[config.mk]
export PLATFORM = sky130hd
export DESIGN_NAME = net2axis_master
export DESIGN_NICKNAME = d
export VERILOG_FILES = /design/src/rtl/net2axis_master.sv
export SDC_FILE = /design/constraint.sdc
export NUM_CORES = 1
export LEC_CHECK = 0
export CAP_MARGIN = 20
export CORE_AREA = 2 2 98 91
export DETAILED_ROUTE_END_ITERATION = 8
export DIE_AREA = 0 0 100 93
export PLACE_DENSITY_LB_ADDON = 0.05
export SETUP_SLACK_MARGIN = 0.15
export SYNTH_ARGS = -nofsm -noshare
export SYNTH_HDL_FRONTEND = slang
export SYNTH_SLANG_ARGS = --single-unit
[constraint.sdc]
create_clock -name ACLK -period 2.4 [get_ports ACLK]
set_input_delay 0.48 -clock ACLK [delete_from_list [all_inputs] [get_ports ACLK]]
set_output_delay 0.48 -clock ACLK [all_outputs]
set_load 0.05 [all_outputs]
[src/rtl/net2axis_master.sv]
// AXI4-Stream packet generator: after START, emits C_NUM_PKTS packets of
// C_PKT_BYTES bytes each, with C_DELAY idle cycles before every packet.
module net2axis_master #(
  parameter int unsigned C_TDATA_WIDTH = 32,
  parameter int unsigned C_PKT_BYTES   = 10,
  parameter int unsigned C_NUM_PKTS    = 4,
  parameter int unsigned C_DELAY       = 10
) (
  input  logic                         ACLK,
  input  logic                         ARESET,
  input  logic                         START,
  output logic                         M_AXIS_TVALID,
  output logic [C_TDATA_WIDTH-1:0]     M_AXIS_TDATA,
  output logic [C_TDATA_WIDTH/8-1:0]   M_AXIS_TKEEP,
  output logic                         M_AXIS_TLAST,
  input  logic                         M_AXIS_TREADY,
  output logic                         BUSY,
  output logic                         DONE
);

  localparam int unsigned BPB    = C_TDATA_WIDTH / 8;
  localparam int unsigned NB     = (C_PKT_BYTES + BPB - 1) / BPB;
  localparam int unsigned REM    = C_PKT_BYTES % BPB;
  localparam bit          NO_DLY = (C_DELAY == 0);

  localparam logic [BPB-1:0] KEEP_ALL  = '1;
  localparam logic [BPB-1:0] KEEP_LAST = (REM == 0) ? KEEP_ALL : (KEEP_ALL >> (BPB - REM));
  localparam logic [15:0]    BEAT_LAST = 16'(NB - 1);
  localparam logic [15:0]    DLY_LAST  = 16'(C_DELAY - 1);
  localparam logic [15:0]    PKT_LAST  = 16'(C_NUM_PKTS);

  typedef enum logic [1:0] {
    S_IDLE,
    S_DELAY,
    S_SEND,
    S_FINISH
  } state_t;

  state_t         r_state;
  state_t         w_state_next;
  logic [15:0]    r_pkt_id;
  logic [15:0]    r_beat;
  logic [15:0]    r_delay_cnt;
  logic           w_handshake;
  logic           w_last_beat;
  logic           w_last_pkt;
  logic           w_delay_done;
  logic [BPB-1:0] w_keep;

  // TVALID is a pure function of state, so the handshake never loops back into TVALID.
  assign w_handshake  = (r_state == S_SEND) && M_AXIS_TREADY;
  assign w_last_beat  = (r_beat == BEAT_LAST);
  assign w_last_pkt   = (r_pkt_id == PKT_LAST);
  assign w_delay_done = (r_delay_cnt == DLY_LAST);
  assign w_keep       = w_last_beat ? KEEP_LAST : KEEP_ALL;

  always_ff @(posedge ACLK) begin
    if (ARESET) r_state <= S_IDLE;
    else        r_state <= w_state_next;
  end

  always_comb begin
    w_state_next = r_state;
    case (r_state)
      S_IDLE:   if (START)        w_state_next = NO_DLY ? S_SEND : S_DELAY;
      S_DELAY:  if (w_delay_done) w_state_next = S_SEND;
      S_SEND: begin
        if (w_handshake && w_last_beat) begin
          if (w_last_pkt) w_state_next = S_FINISH;
          else            w_state_next = NO_DLY ? S_SEND : S_DELAY;
        end
      end
      S_FINISH: w_state_next = S_FINISH;
      default:  w_state_next = S_IDLE;
    endcase
  end

  always_comb begin
    M_AXIS_TVALID = 1'b0;
    M_AXIS_TLAST  = 1'b0;
    M_AXIS_TKEEP  = '0;
    M_AXIS_TDATA  = '0;
    BUSY          = 1'b0;
    DONE          = 1'b0;
    case (r_state)
      S_DELAY: BUSY = 1'b1;
      S_SEND: begin
        BUSY          = 1'b1;
        M_AXIS_TVALID = 1'b1;
        M_AXIS_TLAST  = w_last_beat;
        M_AXIS_TKEEP  = w_keep;
        for (int unsigned i = 0; i < BPB; i++) begin
          if (w_keep[i])
            M_AXIS_TDATA[i*8 +: 8] = 8'(r_pkt_id[7:0] + 8'(32'(r_beat) * BPB + i));
        end
      end
      S_FINISH: DONE = 1'b1;
      default: ;
    endcase
  end

  always_ff @(posedge ACLK) begin
    if (ARESET) begin
      r_pkt_id    <= 16'd1;
      r_beat      <= '0;
      r_delay_cnt <= '0;
    end else begin
      r_delay_cnt <= (r_state == S_DELAY && !w_delay_done) ? r_delay_cnt + 16'd1 : '0;
      if (w_handshake) begin
        r_beat <= w_last_beat ? '0 : r_beat + 16'd1;
        if (w_last_beat) r_pkt_id <= r_pkt_id + 16'd1;
      end
    end
  end

endmodule

# [Yosys cells after proc, flatten, opt, wreduce, memory -nomap -nowiden]
# Cells that the tools add are included.
[totals] ff_bits=50 input_bits=4 output_inout_bits=40 word_cells=50
[classes] n_addsub=10 eq_ne=9 muxes=17 bitwise=1 n_reduce_logical=9
[op_table] operator="16-bit by 1-bit adder with 16-bit output (second input constant)" n=3
[op_table] operator="8-bit adder" n=4
[op_table] operator="32-bit two-way mux" n=1
[op_table] operator="8-bit two-way mux" n=4
[op_table] operator="8-bit by 2-bit adder with 8-bit output (second input constant)" n=2
[op_table] operator="16-bit by 2-bit equality test with 1-bit output (second input constant)" n=1
[op_table] operator="16-bit by 3-bit equality test with 1-bit output (second input constant)" n=1
[op_table] operator="16-bit by 4-bit equality test with 1-bit output (second input constant)" n=1
[op_table] operator="16-bit two-way mux" n=1
[op_table] operator="8-bit by 1-bit adder with 8-bit output (second input constant)" n=1
[op_table] operator="2-bit two-way mux" n=4
[op_table] operator="4-bit two-way mux" n=2
[op_table] operator="2-bit one-hot mux with 4 select lines" n=1
[op_table] operator="2-bit equality test (second input constant)" n=2
[op_table] operator="1-bit two-way mux" n=4
[op_table] operator="2-bit inequality test (second input constant)" n=2
[op_table] operator="2-bit OR reduction" n=2
[op_table] operator="1-bit logical AND" n=3
[op_table] operator="3-bit AND reduction" n=1
[op_table] operator="2-bit by 1-bit equality test with 1-bit output (second input constant)" n=1
[op_table] operator="2-bit logical NOT" n=1
[op_table] operator="2-bit by 1-bit inequality test with 1-bit output (second input constant)" n=1
[op_table] operator="2-bit AND reduction" n=1
[op_table] operator="1-bit logical NOT" n=1
[op_table] operator="1-bit inverter" n=1

# [Depth between registers and ports, before layout]
[depth] word_depth=5 ltp_mapped=9 mapped_depth_nobuf=8

# [Least setup slack after synthesis]
# No wires, ideal clock.
[synth_timing] path_kind="register to output" startpoint="register r_state[0]" endpoint="output port M_AXIS_TDATA[23]" arrival_ps=2748 t_required_ps=1920 setup_slack_ps=-828 path_stages_with_launch=8 n_path_buf=1 path_cell_list="dfxtp_1 inv_1 ha_1 clkbuf_1 nand2_1 inv_1 nand2_1 mux2i_1"
[synth_between] elab_chain_cells=2
[synth_rtl] item="start: declaration" line_no="39" text="state_t r_state;"
[synth_rtl] item="start signal: assignment" line_no="59" text="else r_state <= w_state_next;"
[synth_rtl] item="2-bit equality test" line_no="85" text="case (r_state)"
[synth_rtl] item="32-bit two-way mux" line_no="85"
[synth_rtl] item="end: declaration" line_no="13" text="output logic [C_TDATA_WIDTH-1:0] M_AXIS_TDATA,"
# Every way passes these cells.

# [Final worst setup path]
[layout_timing] startpoint="register r_pkt_id[3]" endpoint="output port M_AXIS_TDATA[14]"
[layout_between] elab_chain_cells=3
[layout_rtl] item="start: declaration" line_no="41" text="logic [15:0] r_pkt_id;"
[layout_rtl] item="start signal: assignment" line_no="111" text="if (w_last_beat) r_pkt_id <= r_pkt_id + 16'd1;"
[layout_rtl] item="8-bit adder" line_no="94" text="M_AXIS_TDATA[i*8 +: 8] = 8'(r_pkt_id[7:0] + 8'(32'(r_beat) * BPB + i));"
[layout_rtl] item="8-bit two-way mux" line_no="93" text="if (w_keep[i])"
[layout_rtl] item="32-bit two-way mux" line_no="85"
# Every way passes these cells.

==> results.md <==
* Status: finished with violations
* Failing checks: negative setup slack
* Largest family of logic cells by synthesized area: simple AND/OR/NAND/NOR gates
* Seq/Total Area, Yosys at between 30% and 40%
* Reg clk slew, reported paths at ~0.090 ns
* Die extent in x at ~100 µm
* Achievable Freq at between 0.3 and 0.4 GHz
* Post-synthesis mux area share at about 1.2%
* Psw at just under 1000 µW
* Relative max-transition margin at between 50% and 60%
* I/O pins at 44
* Final Power at about 2500 µW
* Cell-internal power at ~1600 µW
* Final setup vio count at 23
* Synth top cells by count: 63 x nor2_1, 50 x dfxtp_1, 34 x xnor2_1
* Max Slew Vio Count at 0
* WL/cell at ~15 µm
* Critical Path RT at 1.92 ns
* Clock Latency Late Sink at ~0.31 ns
* Synthesis-to-finish area growth at 51.2%
* Ys flop type: dfxtp_1
* Pin count of the biggest net entering global routing at 28
* Post-Synth Adder-Cell Area at 8.33%
* Post-Syn Instances at 401
* Via density per instance at around 5.2
* Endpoint class of the critical path: primary output
* Total Nets Final at a little under 500
* CTS buffer count at 5
* Logic pwr share at between 40 and 50%
* Skew final at 0.0115 ns
* Yosys top cell area share at a little under a third
* GRT overflow at 0
* Synth Area in Simple Gates at 30.4%
* Peak VDD IR at approximately 0.5 mV
* Max-cap violations at 0
* Minimum clock period at around 2.6 ns
* Starting Density at about two fifths
* Hold/Removal Path Class: reg2reg
* Cell with the most instances after synthesis: nor2_1
* Post-route clock period utilization at 107%
* Routed via count at ~3000
* Post-synth EDFFs at 0
* Syn nets at about 430
* Root Buffer Master: clkbuf_8
* # rows at 32
* CP Launch Type: flop
* Routed WL at between 8000 and 9000 µm
* Initial antenna violation count at 0
* CTS tree: built
* Worst slew pin tran at 0.663 ns
* Diode count at 0
* CTS max path bufs at 2
* Residual DRC at 0
* Async set-or-reset flop fraction in the synthesized netlist at 0%
* Crit path kind: reg2out
* Die area at 9300 µm²
* Yosys cell types at 38
* Synth Register Bits at 50
* Synth Warn # at 0
* Final setup TNS at -1.17 ns
* Area contributors post-synth: dfxtp_1 31%, xnor2_1 9.2%, ha_1 7.7%
* Hold Buf Count CTS at 0
* Compound-Gate Fraction of Synth Area at approximately 8%
* Sw Share at 38.0%
* Final Wtd Congestion at about 0.85
* Initial drt markers at 138
* Sequential power share at about a third
* First-pass GRT wire length at about 14000 µm
* H-Tree Depth at 2
* Final worst slack at -0.173 ns
* RSZ-0062 raised after global routing: true
* XOR/XNOR share of the synthesized area at between 15 and 20%
* Final hold violation count at 0
* Drt first pass iters at 4
* Tot GR Track Use at a little under a fifth
* Core area at 8330 µm²
* DPL Wire Length at 5940 µm
* DIE HEIGHT at between 90 and 100 µm
* Vias in the first global route at roughly 2900
* Share of total power in the clock network at between 20% and 30%
* Detail Route Antenna Nets at 0
* PwrDens at just over 500 nW/µm²
* Clock Sink Count at 50
* Worst EP arrival at 2.09 ns
* Static Leak at ~0.0018 µW
* Avg Cell Area, Syn at 8.09 µm²
* Largest area contributor in the synthesized netlist: dfxtp_1
* Critical path fanouts, max at 14
* Synth Cell Area at 3240 µm²
* Pre-CTS setup slack at approximately 0.075 ns
* Port Buffer Count at 43
* Share of cells above drive strength 1 at 35.3%
==> kinds of logic (layout without fill, tap and decap cells) <==
group,after synthesis,in the layout
compound gates,42,42
fa+ha+maj,21,21
mux,4,4
flops,50,50
buf+inv,40,109
simple gates,185,185
xor+xnor,59,59
==> power by group through the flow <==
stage	Clock, µW	Sequential, µW	Combinational (µW)
finish	602	890	1040
global route	652	896	1120
CTS	618	890	998
detailed placement	0	915	837
global placement	0	913	835
floorplan	0	907	612
==> flip-flops by register name, indices dropped and copies added (netlist names) <==
signal       cells
r_state          2
r_delay_cnt     16
r_beat          16
r_pkt_id        16
==> cells in the final DEF, fill, tap and decap left out, types with 13 or more instances in the layout <==
cell type / netlist / routed
buf_4: 3 / 39
nand3_1: 21 / 21
nor2_4: 0 / 13
nor2_1: 63 / 50
xor2_1: 25 / 24
buf_12: 0 / 21
nand4_1: 15 / 15
buf_6: 1 / 16
inv_1: 15 / 13
dfxtp_1: 50 / 41
nand2_1: 21 / 16
xnor2_1: 34 / 33
==> metal layers <==
metal | up-vias | wire length [µm] | GRT usage, %
met4 | 0 | 64 | 4.00
met3 | 4 | 278 | 2.77
met1 | 1409 | 4020 | 23.1
met5 | - | 0 | 0
li1 | 1509 | - | -
met2 | 68 | 4330 | 33.8
==> stage by stage <==
stage	util [%]	instances	hold slack [ns]	cell area, µm²
finish	58.9	572	0.489	4900
global route	58.9	572	0.526	4900
CTS	57.0	571	0.491	4750
detailed placement	50.2	542	0.473	4180
global placement	50.2	542	0.463	4180
floorplan	-	401	0.445	3440
==> final cells by class <==
type / instances / area, µm²
multi-input combinational: 311 / 2540
clock inverter: 2 / 37.5
inverter: 15 / 60.1
sequential: 50 / 1030
timing repair buffer: 86 / 1030
clock buffer: 6 / 72.6
fill: 733 / 3420
tap: 102 / 128
==> timing repair <==
action                     CTS  global route
setup buffers               20             1
setup endpoints to repair   32            38
gates cloned                 1             0
pin swaps                   27            11
resized for setup           62            30
==> path summary, 6_finish.rpt <==
path | slack (ns) | startpoint | endpoint | cells after the start
max | -0.17 | r_pkt_id[3] | M_AXIS_TDATA[14] | 7
min reg2reg | 0.49 | r_delay_cnt[0] | r_delay_cnt[0] | 1
min | 0.49 | r_delay_cnt[0] | r_delay_cnt[0] | 1
max reg2reg | 0.09 | r_beat[1] | r_pkt_id[15] | 9
==> critical path: stages (launching register included) <==
cell and delay, ns:
dfxtp_4 0.36, ha_4 0.23, buf_4 0.20, and4_1 0.25, a221oi_2 0.28, xnor2_1 0.17, and2_4 0.18, buf_12 0.13
No activity file was read; power rests on OpenSTA's default activity.
